<file path="src/rtl/lsu_pkg.sv">
// Shared encodings and helpers for the load/store unit.
package lsu_pkg;

    typedef enum logic [1:0] {
        SIZE_B = 2'b00,
        SIZE_H = 2'b01,
        SIZE_W = 2'b10,
        SIZE_X = 2'b11
    } size_e;

    typedef enum logic [1:0] {
        IDLE,
        RD,
        WR,
        RESP
    } state_e;

    // An access is misaligned if it does not sit on its natural boundary.
    // The reserved size encoding is rejected the same way.
    function automatic logic is_misaligned(input logic [1:0] size, input logic [1:0] addr_lo);
        case (size_e'(size))
            SIZE_B:  return 1'b0;
            SIZE_H:  return addr_lo[0];
            SIZE_W:  return addr_lo != 2'b00;
            default: return 1'b1;
        endcase
    endfunction

endpackage

</file>
<file path="src/rtl/lsu_lane_align.sv">
// Byte-lane steering: extraction/extension for loads, read-modify-write merge for stores.
module lsu_lane_align
    import lsu_pkg::*;
(
    input  logic [31:0] word,
    input  logic [1:0]  addr_lo,
    input  logic [1:0]  size,
    input  logic        uns,
    input  logic [31:0] wdata,
    output logic [31:0] load_data,
    output logic [31:0] merge_data
);

    logic [7:0]  byte_lane;
    logic [15:0] half_lane;

    // Select the addressed byte and half-word lanes of the memory word.
    always_comb begin
        case (addr_lo)
            2'b00:   byte_lane = word[7:0];
            2'b01:   byte_lane = word[15:8];
            2'b10:   byte_lane = word[23:16];
            default: byte_lane = word[31:24];
        endcase
        half_lane = addr_lo[1] ? word[31:16] : word[15:0];
    end

    // Right-align the lane and extend using its MSB unless zero-extension is requested.
    always_comb begin
        case (size_e'(size))
            SIZE_B:  load_data = {{24{byte_lane[7] & ~uns}}, byte_lane};
            SIZE_H:  load_data = {{16{half_lane[15] & ~uns}}, half_lane};
            default: load_data = word;
        endcase
    end

    // Replace only the targeted lane of the word read back from memory.
    always_comb begin
        merge_data = word;
        case (size_e'(size))
            SIZE_B: begin
                case (addr_lo)
                    2'b00:   merge_data[7:0]   = wdata[7:0];
                    2'b01:   merge_data[15:8]  = wdata[7:0];
                    2'b10:   merge_data[23:16] = wdata[7:0];
                    default: merge_data[31:24] = wdata[7:0];
                endcase
            end
            SIZE_H: begin
                if (addr_lo[1]) merge_data[31:16] = wdata[15:0];
                else            merge_data[15:0]  = wdata[15:0];
            end
            default: merge_data = wdata;
        endcase
    end

endmodule

</file>
<file path="src/rtl/load_store_unit.sv">
// Load/store unit: adapts byte/half/word core requests to a word-only memory port.
module load_store_unit
    import lsu_pkg::*;
#(
    parameter int unsigned ACK_TIMEOUT = 0
) (
    input  logic        clk,
    input  logic        rst,
    input  logic        req_valid_i,
    output logic        req_ready_o,
    input  logic        req_we_i,
    input  logic [1:0]  req_size_i,
    input  logic        req_unsigned_i,
    input  logic [31:0] req_addr_i,
    input  logic [31:0] req_wdata_i,
    output logic        rsp_valid_o,
    output logic [31:0] rsp_rdata_o,
    output logic        rsp_err_o,
    output logic        mem_rd_en_o,
    output logic        mem_wr_en_o,
    output logic [31:0] mem_addr_o,
    output logic [31:0] mem_data_o,
    input  logic [31:0] mem_data_i,
    input  logic        mem_ack_i
);

    // Timeout fires on the cycle whose missing ack would bring the count to ACK_TIMEOUT.
    localparam bit          TIMEOUT_EN   = (ACK_TIMEOUT != 0);
    localparam logic [31:0] TIMEOUT_LAST = (ACK_TIMEOUT == 0) ? 32'd0 : 32'(ACK_TIMEOUT - 1);

    state_e      state, state_next;
    logic        we_q, uns_q, err_q;
    logic [1:0]  size_q;
    logic [31:0] addr_q, wdata_q, wword_q, rdata_q, cnt_q;
    logic        accept, misaligned, timeout;
    logic [31:0] load_data, merge_data;

    assign accept     = req_valid_i && req_ready_o;
    assign misaligned = is_misaligned(req_size_i, req_addr_i[1:0]);
    assign timeout    = TIMEOUT_EN && !mem_ack_i && (cnt_q == TIMEOUT_LAST);

    lsu_lane_align u_align (
        .word       (mem_data_i),
        .addr_lo    (addr_q[1:0]),
        .size       (size_q),
        .uns        (uns_q),
        .wdata      (wdata_q),
        .load_data  (load_data),
        .merge_data (merge_data)
    );

    // State register.
    always_ff @(posedge clk) begin
        if (rst) state <= IDLE;
        else     state <= state_next;
    end

    // Next-state decision: sub-word stores read first so the untouched lanes survive.
    always_comb begin
        state_next = state;
        case (state)
            IDLE: begin
                if (accept) begin
                    if (misaligned)                                  state_next = RESP;
                    else if (req_we_i && size_e'(req_size_i) == SIZE_W) state_next = WR;
                    else                                             state_next = RD;
                end
            end
            RD: begin
                if (mem_ack_i)    state_next = we_q ? WR : RESP;
                else if (timeout) state_next = RESP;
            end
            WR: begin
                if (mem_ack_i || timeout) state_next = RESP;
            end
            default: state_next = IDLE;
        endcase
    end

    // Handshake and memory strobes; strobes are gated by reset so a reset edge never commits a write.
    always_comb begin
        req_ready_o = (state == IDLE) && !rst;
        rsp_valid_o = (state == RESP) && !rst;
        mem_rd_en_o = (state == RD)   && !rst;
        mem_wr_en_o = (state == WR)   && !rst;
    end

    // Request capture, merge word, response data/error and ack-wait counter.
    always_ff @(posedge clk) begin
        if (rst) begin
            we_q    <= 1'b0;
            uns_q   <= 1'b0;
            size_q  <= '0;
            addr_q  <= '0;
            wdata_q <= '0;
            wword_q <= '0;
            rdata_q <= '0;
            err_q   <= 1'b0;
            cnt_q   <= '0;
        end else begin
            case (state)
                IDLE: begin
                    if (accept) begin
                        we_q    <= req_we_i;
                        uns_q   <= req_unsigned_i;
                        size_q  <= req_size_i;
                        addr_q  <= req_addr_i;
                        wdata_q <= req_wdata_i;
                        wword_q <= req_wdata_i;
                        cnt_q   <= '0;
                        if (misaligned) begin
                            err_q   <= 1'b1;
                            rdata_q <= '0;
                        end
                    end
                end
                RD: begin
                    if (mem_ack_i) begin
                        cnt_q <= '0;
                        if (we_q) begin
                            wword_q <= merge_data;
                        end else begin
                            rdata_q <= load_data;
                            err_q   <= 1'b0;
                        end
                    end else if (timeout) begin
                        err_q   <= 1'b1;
                        rdata_q <= '0;
                    end else begin
                        cnt_q <= cnt_q + 32'd1;
                    end
                end
                WR: begin
                    if (mem_ack_i) begin
                        err_q   <= 1'b0;
                        rdata_q <= '0;
                    end else if (timeout) begin
                        err_q   <= 1'b1;
                        rdata_q <= '0;
                    end else begin
                        cnt_q <= cnt_q + 32'd1;
                    end
                end
                default: ;
            endcase
        end
    end

    assign mem_addr_o  = {addr_q[31:2], 2'b00};
    assign mem_data_o  = wword_q;
    assign rsp_rdata_o = rdata_q;
    assign rsp_err_o   = err_q;

endmodule

</file>
<file path="config.mk">
export PLATFORM = sky130hd
export DESIGN_NAME = load_store_unit
export DESIGN_NICKNAME = d
export VERILOG_FILES = /design/src/rtl/lsu_pkg.sv /design/src/rtl/lsu_lane_align.sv /design/src/rtl/load_store_unit.sv
export SDC_FILE = /design/constraint.sdc
export NUM_CORES = 1
export LEC_CHECK = 0
export BUFFER_PORTS_ARGS = -buffer_cell sky130_fd_sc_hd__buf_2
export CORE_AREA = 2 2 154 156
export DETAILED_ROUTE_END_ITERATION = 7
export DIE_AREA = 0 0 156 158
export SYNTH_ARGS = -nofsm -noshare
export SYNTH_HDL_FRONTEND = slang
export SYNTH_HIERARCHICAL = 1
export SYNTH_SLANG_ARGS = --single-unit
</file>
<file path="constraint.sdc">
create_clock -name clk -period 2.3 [get_ports clk]
set_input_delay 0.69 -clock clk [delete_from_list [all_inputs] [get_ports clk]]
set_output_delay 0.69 -clock clk [all_outputs]
set_load 0.05 [all_outputs]
</file>
==> results of run 1 <==
placed cells by master (no fill, tap or decap), types with 3 or more instances in the layout:
cell type / n
clkinvlp_4: 5
clkinv_4: 3
mux2_2: 8
buf_12: 7
o221ai_1: 17
a211oi_1: 11
nor2_1: 42
a211oi_2: 28
dfxtp_1: 133
ha_1: 4
inv_1: 8
and2_1: 7
buf_2: 201
and3b_1: 8
buf_4: 16
mux4_2: 7
nand2b_1: 5
o211ai_2: 4
o211ai_1: 4
mux2i_1: 97
o22ai_1: 23
nor2b_1: 35
a221o_1: 8
clkbuf_16: 18
nand2_1: 228
o21ai_1: 24
a21oi_1: 6
o21ai_0: 53
metrics by stage:
stage / hold WS, ns / utilization (%) / instances
6_report: 0.447 / 40.2 / 1347
5_1_grt: 0.448 / 40.2 / 1345
4_1_cts: 0.434 / 40.0 / 1343
3_5_place_dp: 0.444 / 37.5 / 1311
3_3_place_gp: 0.433 / 37.5 / 1311
2_1_floorplan: 0.428 / - / 904
per-layer routing:
layer,part of all wire (%),vias to the layer above
met1,45,3149
met2,44,255
met5,0.11,-
met4,1.9,4
met3,8.9,38
li1,-,3384
worst register-to-register path: cells and delay by family (launching register included):
family          cells  cell delay, ns
simple gates        2            0.26
flops               1            0.36
compound gates      1            0.26
fa+ha+maj           1            0.23
mux                 1            0.19
buf+inv             4            0.78
area by class of cell:
| cell class | instances | area [um^2] |
|---|---|---|
| inverter | 9 | 33.8 |
| clock inverter | 13 | 124 |
| fill | 2358 | 13800 |
| sequential | 135 | 2710 |
| tap | 290 | 363 |
| antenna | 2 | 5.00 |
| multi-input combinational | 653 | 4270 |
| clock buffer | 19 | 453 |
| timing repair buffer | 226 | 1310 |
flip-flops by register name, summed over array words and instances (netlist names):
| signal | cells |
|---|---|
| uns_q | 1 |
| addr_q | 32 |
| we_q | 1 |
| state | 2 |
| wdata_q | 32 |
| mem_data_o | 32 |
| size_q | 2 |
| rsp_err_o | 1 |
| rsp_rdata_o | 32 |
cell families (layout without fill, tap and decap cells):
group,Yosys count,after routing,synth area share [%]
AO/OA/AOI/OAI,193,193,19.1
adder cells (fa/ha/maj),5,5,0.815
buffers and inverters,116,267,9.35
flip-flops,135,135,35.2
multiplexers,113,113,16.1
other,1,4,0.0488
AND/OR/NAND/NOR,340,340,19.4
power by group:
part | internal [mW] | total (mW) | switching, mW
Combinational | 1.92 | 5.53 | 3.62
Clock | 1.55 | 2.68 | 1.13
Sequential | 2.86 | 3.24 | 0.385
Total | 6.32 | 11.5 | 5.13
synthesized netlist by cell type, types with 5 or more instances:
library cell | count | area (um^2)
a221o_1 | 8 | 80.1
mux2i_1 | 97 | 971
and2_1 | 8 | 50.1
nor2b_1 | 36 | 225
clkbuf_1 | 32 | 120
o221ai_1 | 17 | 149
o21ai_0 | 53 | 265
o22ai_1 | 23 | 144
nor2_1 | 42 | 158
mux2_2 | 8 | 90.1
buf_6 | 12 | 135
ha_1 | 5 | 62.6
dfxtp_1 | 135 | 2700
buf_2 | 15 | 75.1
inv_1 | 8 | 30.0
a211oi_2 | 28 | 350
buf_4 | 46 | 345
and3b_1 | 8 | 70.1
mux4_2 | 7 | 158
nand2_1 | 228 | 856
nand2b_1 | 5 | 31.3
o21ai_1 | 24 | 120
a211oi_1 | 11 | 82.6
a21oi_1 | 6 | 30.0
worst max path at each step:
| stage | to | slack [ns] | cells after the start |
|---|---|---|---|
| finish | mem_rd_en_o | 0.02 | 4 |
| floorplan | mem_wr_en_o | 0.03 | 2 |
| global route | mem_rd_en_o | -0.02 | 4 |
| CTS | mem_rd_en_o | 0.02 | 4 |
| detailed placement | rsp_rdata_o[23] | 0.09 | 5 |
| global placement | rsp_rdata_o[16] | 0.07 | 5 |
timing repair:
| item | in CTS | in global routing |
|---|---|---|
| buffers inserted | 0 | 1 |
| endpoints found under the setup margin | 1 | 6 |
| gates resized for setup | 3 | 1 |
| gates cloned | 0 | 1 |
==> impl_metrics.json, run 1 <==
{
  "outcome": "complete, no violations",
  "hpwlAfterDp_um": 17100,
  "ioPinCount": 205,
  "yosysSeqAreaShare_pct": 35.2,
  "cp-end-kind": "output port",
  "synth-edff-count": 0,
  "cp_cell_sequence": "inv_1 > ha_2 > nor2b_4 > buf_8",
  "antenna_left": 0,
  "grt_max_degree": 77,
  "drv_slew": 0,
  "grt.total_usage_pct": 18.9,
  "r2r_end": "rsp_rdata_o[12]",
  "rsz0062_at_grt": "true",
  "gp_congestion": 0.867,
  "grtUsageMet1_pct": 24.7,
  "routed_wl_um": 23600,
  "grt_pass1_vias": 6291,
  "crit_arrival_ns": 1.59,
  "dp_slack_ns": 0.0871,
  "cpLargestDelayFamily": "flip-flops",
  "power.density_nw_per_um2": 1240,
  "setup-tns-final_ns": 0,
  "die-area_um2": 24600,
  "grt_first_pass_wirelength_um": 35800,
  "io_buffers": 202,
  "ff2ff_setup_slack_ns": 0.14,
  "finalCritPeriodShare_pct": 99.0,
  "syn_avg_cell_area_um2": 8.50,
  "ys_seq_elements": 135,
  "yosysUniqueCellTypes": 54,
  "max_freq_mhz": 439,
  "nets": 1151,
  "design_area_um2": 9260,
  "vias": 6830,
  "cts.reportedPaths.clkPinSlew_ns": 0.06,
  "drive_above_1_share_pct": 30.5,
  "drc_errors": 0,
  "top_usage_layer": "met2",
  "coreArea_um2": 23100,
  "die_w_um": 156,
  "first_iter_violations": 523,
  "clock_latency_ns": 0.43,
  "ir_drop_uv": 771,
  "worstHoldPathType": "reg -> reg",
  "critPathMaxFanout": 5,
  "die_y_um": 158,
  "slowest_stage": "dfxtp_1",
  "synthCells": 903,
  "max_stage_delay_ns": 0.36,
  "worstHoldStart": "wdata_q[17]",
  "r2r_start": "state[1]",
  "yosysWarnings": 6,
  "maxCapViolCount": 0,
  "ctsHoldBuffers": 0,
  "initial_core_util_pct": 33.3,
  "setup_viol": 0,
  "worst_slack_ns": 0.0228,
  "clock_sink_count": 135,
  "cp-startpoint": "state[1]",
  "cts_tree": "done",
  "met3_usage_pct": 6.35,
  "worst_pin_slew_ns": 1.18,
  "cp.required_ns": 1.61,
  "htreeDepth": 4,
  "vias_per_cell": 5.07,
  "path_buf_inv": 2,
  "p_leak_nw": 3.95,
  "syn-cell-area_um2": 7680,
  "wire_per_inst_um": 17.5,
  "path_class": "reg -> out",
  "max_slew_margin_pct": 21.5,
  "fp-row-count": 56,
  "min_path_cells": 2,
  "async_flop_share_pct": 0,
  "numCtsBuffers": 17,
  "dr.pass1.iters": 5,
  "period_needed_ns": 2.28,
  "finalPower_mw": 11.5,
  "hold_viol_final": 0,
  "grt-ovfl-total": 0,
  "cp-start-kind": "flip-flop",
  "skew_ns": 0.00757,
  "hold_end": "wdata_q[17]",
  "placed_area_um2": 8630,
  "antenna_found_initial": 4,
  "cts_root_buf": "clkbuf_16",
  "cts_max_path_buffers": 2,
  "synthToLayoutAreaGrowth_pct": 20.6,
  "reg2reg_depth": 9,
  "gr-usage-met2_pct": 29.4,
  "synth_flop_cell": "dfxtp_1"
}
Power figures use the tool's default switching activity.
==> run 2, diff against run 1 <==
- MAX_ROUTING_LAYER: default -> met4
==> run 2 against run 1 <==
Sequential share of layout area about the same. Routed wire length is essentially flat. Largest cell class unchanged. Cell area is essentially flat. Sequential power hardly changed. Critical path depth did not move. Non-clock buffer count unchanged. Utilization about the same. Via count up 0.47%.
==> impl_metrics.json, run 2 (same netlist as run 1, synthesis figures left out) <==
{
  "cp_cell_sequence": "inv_1 > ha_2 > nor2b_4 > buf_8",
  "cpLargestDelayFamily": "flip-flops",
  "coreArea_um2": 23100,
  "finalCritPeriodShare_pct": 99.3,
  "cts_root_buf": "clkbuf_16",
  "cts_max_path_buffers": 2,
  "cp-start-kind": "flip-flop",
  "worstHoldPathType": "reg -> reg",
  "hpwlAfterDp_um": 17100,
  "clock_sink_count": 135,
  "final_cell_mix": "nand2_1 (228), buf_2 (201), dfxtp_1 (133), mux2i_1 (97), o21ai_0 (53)",
  "placed_area_um2": 8630,
  "rsz0062_at_grt": "true",
  "ioPinCount": 205,
  "cts.reportedPaths.clkPinSlew_ns": 0.06,
  "clock_latency_ns": 0.43,
  "reg2reg_depth": 9,
  "vias_per_cell": 5.09,
  "period_needed_ns": 2.28,
  "worst_slack_ns": 0.0167,
  "path_buf_inv": 2,
  "die_w_um": 156,
  "nets": 1151,
  "p_leak_nw": 3.95,
  "path_class": "reg -> out",
  "slowest_stage": "dfxtp_1",
  "ctsHoldBuffers": 0,
  "outcome": "complete, no violations",
  "grt.total_usage_pct": 19.5,
  "crit_arrival_ns": 1.59,
  "grt_pass1_vias": 6298,
  "grt-ovfl-total": 0,
  "drc_errors": 0,
  "setup_viol": 0,
  "antenna_found_initial": 4,
  "max_slew_margin_pct": 21.7,
  "design_area_um2": 9270,
  "antenna_left": 0,
  "die-area_um2": 24600,
  "power.density_nw_per_um2": 1240,
  "grt_max_degree": 77,
  "max_stage_delay_ns": 0.36,
  "worst_pin_slew_ns": 1.17,
  "dr.pass1.iters": 5,
  "numCtsBuffers": 17,
  "ir_drop_uv": 770,
  "cp-end-kind": "output port",
  "vias": 6862,
  "drive_above_1_share_pct": 30.5,
  "routed_wl_um": 23600,
  "layout.cells.most_common": "nand2_1",
  "min_path_cells": 2,
  "fp-row-count": 56,
  "grt_first_pass_wirelength_um": 35700,
  "die_y_um": 158,
  "dp_slack_ns": 0.0871,
  "max_freq_mhz": 438,
  "cts_tree": "done",
  "wire_per_inst_um": 17.5,
  "initial_core_util_pct": 33.3,
  "critPathMaxFanout": 5,
  "drv_slew": 0,
  "finalPower_mw": 11.5,
  "io_buffers": 202,
  "maxCapViolCount": 0,
  "htreeDepth": 4,
  "skew_ns": 0.00788,
  "cp.depth": 4,
  "synthToLayoutAreaGrowth_pct": 20.7,
  "hold_viol_final": 0,
  "first_iter_violations": 548,
  "cp.required_ns": 1.61,
  "gp_congestion": 0.881
}
==> run 2: cell count changes in the layout (fill, tap and decap cells not counted) <==
cell	previous run	this run
diode_2	2	4
==> run 2: timing repair <==
action	CTS	global route
cloned	0	1
resized for setup	3	1
endpoints found under the setup margin	1	7
hold endpoints to repair	0	0
setup buffers	0	1
==> run 2: area by class of cell <==
type | count | area [um^2]
sequential | 135 | 2710
clock buffer | 19 | 453
clock inverter | 13 | 124
multi-input combinational | 653 | 4270
timing repair buffer | 226 | 1310
fill | 2357 | 13800
tap | 290 | 363
inverter | 9 | 33.8
antenna | 4 | 10.0
==> run 2: metal layers <==
layer / GRT usage (%) / vias up / part of all wire, %
li1: - / 3394 / -
met1: 24.7 / 3165 / 45
met2: 29.3 / 271 / 44
met3: 6.35 / 32 / 9.2
met4: 6.29 / 0 / 1.8
met5: - / - / 0
==> run 2: path summary, 6_finish.rpt <==
kind                                  start               to  slack, ns
worst max register to register     state[1]  rsp_rdata_o[12]       0.15
worst min-delay path            wdata_q[17]      wdata_q[17]       0.45
worst max-delay path               state[1]      mem_rd_en_o       0.02
worst min register to register  wdata_q[17]      wdata_q[17]       0.45
==> run 2: tightest hold or removal path, stage by stage (launching register included) <==
cell and delay (ns):
dfxtp_1 0.31, nand2_1 0.05, o21ai_1 0.05
==> run 2: power breakdown <==
part           switching (mW)  leakage (nW)  total (mW)  internal (mW)
sequential              0.383          1.11        3.24           2.86
clock                    1.13         0.270        2.68           1.55
combinational            3.62          2.57        5.53           1.92
total                    5.13          3.95        11.5           6.32
==> run 2: stage by stage <==
step	setup TNS [ns]	instances	utilization [%]	hold WS [ns]
global route	-0.0211	1349	40.2	0.446
global placement	0	1311	37.5	0.433
floorplan	0	904	-	0.428
CTS	0	1343	40.0	0.434
finish	0	1349	40.2	0.446
detailed placement	0	1311	37.5	0.444
